===== src/rtl/bus_cmd_pkg.sv =====
// rtl/bus_cmd_pkg.sv - shared state encoding, command bit positions and timeout sizing
package bus_cmd_pkg;

  typedef enum logic [2:0] {
    ST_CMD,
    ST_ADDR_HI,
    ST_ADDR_LO,
    ST_DATA,
    ST_BUSY,
    ST_DRAIN,
    ST_GAP
  } state_e;

  localparam int WE_BIT  = 7;
  localparam int A16_BIT = 0;

  // The counter is loaded with TIMEOUT-1, so it only has to hold that value.
  function automatic int cnt_width(input int timeout);
    return (timeout < 3) ? 1 : $clog2(timeout);
  endfunction

endpackage


===== src/rtl/bus_cmd_timeout.sv =====
// rtl/bus_cmd_timeout.sv - loadable down-counter with clear, enable and expired flag
module bus_cmd_timeout #(
  parameter int WIDTH = 8
) (
  input  logic             clk,
  input  logic             reset,
  input  logic             clear,
  input  logic             load,
  input  logic [WIDTH-1:0] load_val,
  input  logic             en,
  output logic             expired
);

  logic [WIDTH-1:0] count_q, count_d;

  always_comb begin
    count_d = count_q;
    if (clear) begin
      count_d = '0;
    end else if (load) begin
      count_d = load_val;
    end else if (en && (count_q != '0)) begin
      count_d = count_q - 1'b1;
    end
  end

  always_ff @(posedge clk or posedge reset) begin
    if (reset) begin
      count_q <= '0;
    end else begin
      count_q <= count_d;
    end
  end

  assign expired = (count_q == '0);

endmodule


===== src/rtl/bus_cmd_decoder.sv =====
// rtl/bus_cmd_decoder.sv - host byte stream to bus access command; burst mode under BUS_CMD_AUTOINC_EN
module bus_cmd_decoder
  import bus_cmd_pkg::*;
#(
  parameter int ADDR_WIDTH = 17,
  parameter int DATA_WIDTH = 8,
  parameter int TIMEOUT    = 255
) (
  input  logic                  clk,
  input  logic                  reset,
  input  logic                  frame_start,
  input  logic                  rx_valid,
  input  logic [7:0]            rx_byte,
  output logic                  pending,
  input  logic                  done,
  output logic                  we,
  output logic [ADDR_WIDTH-1:0] addr,
  output logic [DATA_WIDTH-1:0] wr_data,
  input  logic [DATA_WIDTH-1:0] bus_din,
  output logic [DATA_WIDTH-1:0] rd_data,
  output logic                  rd_valid,
  output logic                  error
);

  localparam int CNT_W = cnt_width(TIMEOUT);
  localparam logic [CNT_W-1:0] TMO_LOAD = CNT_W'(TIMEOUT - 1);

  state_e                  state_q, state_d;
  logic                    we_q, we_d;
  logic [ADDR_WIDTH-1:0]   addr_q, addr_d;
  logic [DATA_WIDTH-1:0]   wr_data_q, wr_data_d;
  logic [DATA_WIDTH-1:0]   rd_data_q, rd_data_d;
  logic                    rd_valid_q, rd_valid_d;
  logic                    error_q, error_d;
  logic                    pending_q, pending_d;
  logic [16:0]             addr_ext;
  logic                    tmo_load, tmo_expired;
`ifdef BUS_CMD_AUTOINC_EN
  logic [ADDR_WIDTH-1:0]   addr_inc;
  assign addr_inc = addr_q + {{(ADDR_WIDTH-1){1'b0}}, 1'b1};
`endif

  always_comb begin
    state_d   = state_q;
    we_d      = we_q;
    addr_ext  = 17'(addr_q);
    wr_data_d = wr_data_q;
    rd_data_d = rd_data_q;
    error_d   = error_q;
    if (frame_start) begin
      state_d = ST_CMD;
      error_d = 1'b0;
    end else begin
      case (state_q)
        ST_CMD: if (rx_valid) begin
          we_d         = rx_byte[WE_BIT];
          addr_ext[16] = rx_byte[A16_BIT];
          state_d      = ST_ADDR_HI;
        end
        ST_ADDR_HI: if (rx_valid) begin
          addr_ext[15:8] = rx_byte;
          state_d        = ST_ADDR_LO;
        end
        ST_ADDR_LO: if (rx_valid) begin
          addr_ext[7:0] = rx_byte;
          state_d       = we_q ? ST_DATA : ST_BUSY;
        end
        ST_DATA: if (rx_valid) begin
          wr_data_d = rx_byte;
          state_d   = ST_BUSY;
        end
        ST_BUSY: begin
          if (rx_valid) error_d = 1'b1;
          // done wins over a timeout expiring in the same cycle
          if (done) begin
            if (!we_q) rd_data_d = bus_din;
            state_d = ST_DRAIN;
          end else if (tmo_expired) begin
            error_d = 1'b1;
            state_d = ST_CMD;
          end
        end
        ST_DRAIN: begin
          if (rx_valid) error_d = 1'b1;
`ifdef BUS_CMD_AUTOINC_EN
          addr_ext = 17'(addr_inc);
          state_d  = we_q ? ST_DATA : ST_GAP;
`else
          state_d  = ST_CMD;
`endif
        end
        ST_GAP: begin
          if (rx_valid) error_d = 1'b1;
          state_d = ST_BUSY;
        end
        default: state_d = ST_CMD;
      endcase
    end
    addr_d     = addr_ext[ADDR_WIDTH-1:0];
    pending_d  = (state_d == ST_BUSY);
    rd_valid_d = (state_d == ST_DRAIN) && !we_q;
  end

  assign tmo_load = (state_d == ST_BUSY) && (state_q != ST_BUSY);

  bus_cmd_timeout #(
    .WIDTH(CNT_W)
  ) u_timeout (
    .clk     (clk),
    .reset   (reset),
    .clear   (frame_start),
    .load    (tmo_load),
    .load_val(TMO_LOAD),
    .en      (state_q == ST_BUSY),
    .expired (tmo_expired)
  );

  always_ff @(posedge clk or posedge reset) begin
    if (reset) begin
      state_q    <= ST_CMD;
      we_q       <= 1'b0;
      addr_q     <= '0;
      wr_data_q  <= '0;
      rd_data_q  <= '0;
      rd_valid_q <= 1'b0;
      error_q    <= 1'b0;
      pending_q  <= 1'b0;
    end else begin
      state_q    <= state_d;
      we_q       <= we_d;
      addr_q     <= addr_d;
      wr_data_q  <= wr_data_d;
      rd_data_q  <= rd_data_d;
      rd_valid_q <= rd_valid_d;
      error_q    <= error_d;
      pending_q  <= pending_d;
    end
  end

  assign pending  = pending_q;
  assign we       = we_q;
  assign addr     = addr_q;
  assign wr_data  = wr_data_q;
  assign rd_data  = rd_data_q;
  assign rd_valid = rd_valid_q;
  assign error    = error_q;

endmodule


===== config.mk =====
export PLATFORM = sky130hd
export DESIGN_NAME = bus_cmd_decoder
export DESIGN_NICKNAME = d
export VERILOG_FILES = /design/src/rtl/bus_cmd_pkg.sv /design/src/rtl/bus_cmd_timeout.sv /design/src/rtl/bus_cmd_decoder.sv
export SDC_FILE = /design/constraint.sdc
export NUM_CORES = 1
export LEC_CHECK = 0
export CORE_MARGIN = 8
export CORE_UTILIZATION = 40
export DETAILED_ROUTE_END_ITERATION = 12
export PLACE_DENSITY = 0.68
export SLEW_MARGIN = 20
export SYNTH_ARGS = -nofsm -noshare
export SYNTH_HDL_FRONTEND = slang
export SYNTH_SLANG_ARGS = --single-unit

===== constraint.sdc =====
create_clock -name clk -period 2.7 [get_ports clk]
set_clock_uncertainty 0.1 [all_clocks]
set_input_delay 0.81 -clock clk [delete_from_list [all_inputs] [get_ports clk]]
set_output_delay 0.81 -clock clk [all_outputs]
set_load 0.01 [all_outputs]

==> results.md <==
* Setup violators final at 0
* Maximum achievable frequency at 0.4264 GHz
* Result of the run: complete, no violations
* GR Overflow Total at 0
* Detailed-route via count at 1465
* Share of the yosys chip area belonging to registers at 56.60%
* Detailed-placement wirelength estimate at 3.474 mm
* Cts hold-fix bufs at 0
* Overall Global Routing Usage at 13.48%
* XOR/XNOR Fraction of Synth Area at 2.064%
* Peak-usage layer in the global routing report: met2
* Slew at the pin closest to its max-slew limit at 0.4312 ns
* Total length of routed wires at 4.716 mm
* Power density normalized to cell area at 693.6 mW/mm2
* H-tree Lvls at 2
* Fraction of power consumed by the clock network at 27.6%
* Arrival time at the worst endpoint at 2.43 ns
* Largest family of logic cells by synthesized area: multiplexers
* Met2 layer usage reported by global route at 19.74%
* Fraction of layout instances using a drive strength above 1 at 26.11%
* Headroom to the max-slew limit at 71.22%
* Post-synthesis instance total at 160
* Post-DR wirelength/cell at 15.93 um
* Worst-path maximum fanout at 8
* Die height at 88.84 um
* First-pass GRT wire length at 8.093 mm
* Filler cells at 422
* Setup slack of the worst register-to-register path at 0.59 ns
* Max-cap violation count at 0
* Clock tree from TritonCTS: yes
* RSZ-0062 raised after global routing: no
* Flip-flop cell with the highest count after synthesis: sky130_fd_sc_hd__dfrtp_1
* Sequential cell area at 0.001201 mm2
* Cell area after synthesis at 0.002122 mm2
* Sw frac at 25.54%
* Initial core utilization at 41.55%
* Core ar. at 0.005107 mm2
* Placer's final routability congestion estimate at 0.7514
* Fraction of synthesized area in multiplexers at 19.04%
* Fraction of the mapped netlist area in compound gates at 6.958%
* Worst skew pair latency at 0.29 ns
* Final Util at 57.32%
* IO buf count at 57
* Crit. End Element: register
* Fin crit period at 2.345 ns
* Clock-pin transition on the worst setup and hold timing paths at 0.08 ns
* Root Buffer Master: sky130_fd_sc_hd__clkbuf_8
* Number of nets produced by synthesis at 183
* Vias in the first global route at 1611
* Class of the most critical hold timing path: register to register
* Vias per inst at 4.949
* Static leakage at 1.278 nW
* Pin count of the biggest net entering global routing at 40
* Synthesized-area fraction occupied by and/or/nand/nor cells at 11.03%
* Yosys top cell area share at 56.60%
* Number of CTS-inserted buffers at 5
* Worst Setup Start Kind: input pin
* Post-cts repair resize count at 0
* Share of the cycle needed by the critical path after routing at 86.85%
* TritonCTS Sinks at 48
* DRC violation count after routing at 0
* First-pass detailed-route iteration total at 4
* Maximum buffer depth of the clock tree at 2
* Avg Synthesized Cell Area at 13.26 um2
* Num ports at 58
* Netlist cell types at 39
* Routing usage on met3 at 7.892%
* Fin Setup TNS at 0 ns
* Post-synth top area cell: sky130_fd_sc_hd__dfrtp_1
* Cell Int Power at 1.512 mW
* Share of synthesized flip-flops with an asynchronous set or reset at 100.0%
* Crit Path Class: input pin to register
* FF+latch count, synth at 48
* Number of nets with antenna violations after routing at 0
* Final Hold Violating Endpoints at 0
* Net Switching at 0.5186 mW
* Antenna cell count at 0
* Std cell rows at 26
* Post-CTS setup buffers at 0
* Count of flip-flops with a built-in enable after synthesis at 0
* Met1 GRT Util at 16.29%
* Peak VDD IR at 355.2 uV
* Post-layout net count at 248
* Multi-input gate area at 854.6 um2
* Sequential share of power at 45.4%
* Width of the die at 88.84 um
* Area Overhead vs Synth at 37.97%
* Synthesized-area fraction occupied by adder cells at 1.179%
* Number of antenna violations at the first check in global routing at 0
* Required time of the critical path at 2.79 ns
* Worst slack on hold paths at 0.4102 ns
* Drt first-iter violations at 50
* Die Area at 0.007892 mm2
* Synth area leaders: sky130_fd_sc_hd__dfrtp_1 (57%), sky130_fd_sc_hd__mux2_2 (19%), sky130_fd_sc_hd__a21oi_1 (1.7%), sky130_fd_sc_hd__xor2_1 (1.7%), sky130_fd_sc_hd__nor2_1 (1.2%)
* Number of warnings reported in the yosys synthesis log at 0
* Slew Viols, Final at 0
* Combinational group share of total power at 27.0%
[routing by layer]
layer | up-vias | part of all wire [%]
met5 | - | 0
met4 | 0 | 1.2
met3 | 6 | 11
met2 | 46 | 43
met1 | 717 | 44
li1 | 696 | -
[logic make-up after synthesis]
family / Yosys count
multiplexers: 36
XOR/XNOR: 5
flip-flops: 48
AO/OA/AOI/OAI: 20
AND/OR/NAND/NOR: 37
adder cells (fa/ha/maj): 2
buffers and inverters: 12
[synth_stat cells (2+ instances only)]
cell type	instances
sky130_fd_sc_hd__dfrtp_1	48
sky130_fd_sc_hd__mux2_2	35
sky130_fd_sc_hd__a21oi_1	7
sky130_fd_sc_hd__nor2_1	7
sky130_fd_sc_hd__inv_1	6
sky130_fd_sc_hd__nand2_1	5
sky130_fd_sc_hd__nor2b_1	4
sky130_fd_sc_hd__nor3_1	4
sky130_fd_sc_hd__xor2_1	4
sky130_fd_sc_hd__a31oi_1	3
sky130_fd_sc_hd__buf_4	3
sky130_fd_sc_hd__or3_1	3
sky130_fd_sc_hd__buf_2	2
sky130_fd_sc_hd__ha_1	2
sky130_fd_sc_hd__nor3b_1	2
sky130_fd_sc_hd__o211ai_1	2
[through the flow]
stage	setup WS, ns	total power, mW	instances	instance area (um2)
global route	0.2468	2.147	296	2928
floorplan	0.6455	1.160	160	2122
detailed placement	0.03724	1.488	288	2801
global placement	0.08014	1.483	288	2801
CTS	0.3538	2.064	296	2928
finish	0.3550	2.031	296	2928
[layout make-up]
cell class / instances / area share (%)
timing repair buffer: 64 / 21.71
sequential: 48 / 41.03
inverter: 6 / 0.7692
clock buffer: 7 / 3.291
clock inverter: 1 / 1.026
multi-input combinational: 100 / 29.19
tap: 70 / 2.991
[power groups by stage]
stage	clock network (mW)	registers, mW	logic, mW
final	0.561	0.921	0.549
after detailed placement	0	0.933	0.555
after CTS	0.582	0.922	0.560
after global routing	0.616	0.938	0.593
after global placement	0	0.926	0.556
after floorplan	0	0.978	0.182
[worst max-delay path, stage by stage]
cell	delay (ns)
sky130_fd_sc_hd__clkdlybuf4s50_1	0.47
sky130_fd_sc_hd__inv_1	0.07
sky130_fd_sc_hd__nor3_2	0.25
sky130_fd_sc_hd__and3_1	0.44
sky130_fd_sc_hd__mux2_2	0.39
[flip-flops by register name, summed over array words and instances (netlist names)]
signal             cells
addr                  17
pending                1
state_q                3
error                  1
rd_data                8
wr_data                8
u_timeout.count_q      8
we                     1
rd_valid               1
[layout by cell type (no fill, tap or decap), types with 4 or more instances in the layout]
cell	n
sky130_fd_sc_hd__a21oi_1	7
sky130_fd_sc_hd__buf_4	6
sky130_fd_sc_hd__clkbuf_8	7
sky130_fd_sc_hd__clkdlybuf4s50_1	57
sky130_fd_sc_hd__dfrtp_1	48
sky130_fd_sc_hd__inv_1	5
sky130_fd_sc_hd__mux2_2	35
sky130_fd_sc_hd__nand2_1	5
sky130_fd_sc_hd__nor2_1	7
sky130_fd_sc_hd__nor2b_1	4
sky130_fd_sc_hd__nor3_1	4
sky130_fd_sc_hd__xor2_1	4
[worst paths after layout]
check | startpoint | endpoint | depth (start not counted)
hold / removal | rd_data[0]$_DFFE_PP0P_ | rd_data[0]$_DFFE_PP0P_ | 1
max in group asynchronous | reset | addr[10]$_DFFE_PP0P_ | 3
setup / recovery | rx_valid | wr_data[6]$_DFFE_PP0P_ | 5
min in group asynchronous | reset | rd_data[2]$_DFFE_PP0P_ | 2
setup reg to reg | u_timeout.count_q[0]$_DFFE_PP0P_ | u_timeout.count_q[1]$_DFFE_PP0P_ | 6
hold reg to reg | rd_data[0]$_DFFE_PP0P_ | rd_data[0]$_DFFE_PP0P_ | 1
(Power assumes the default switching activity.)
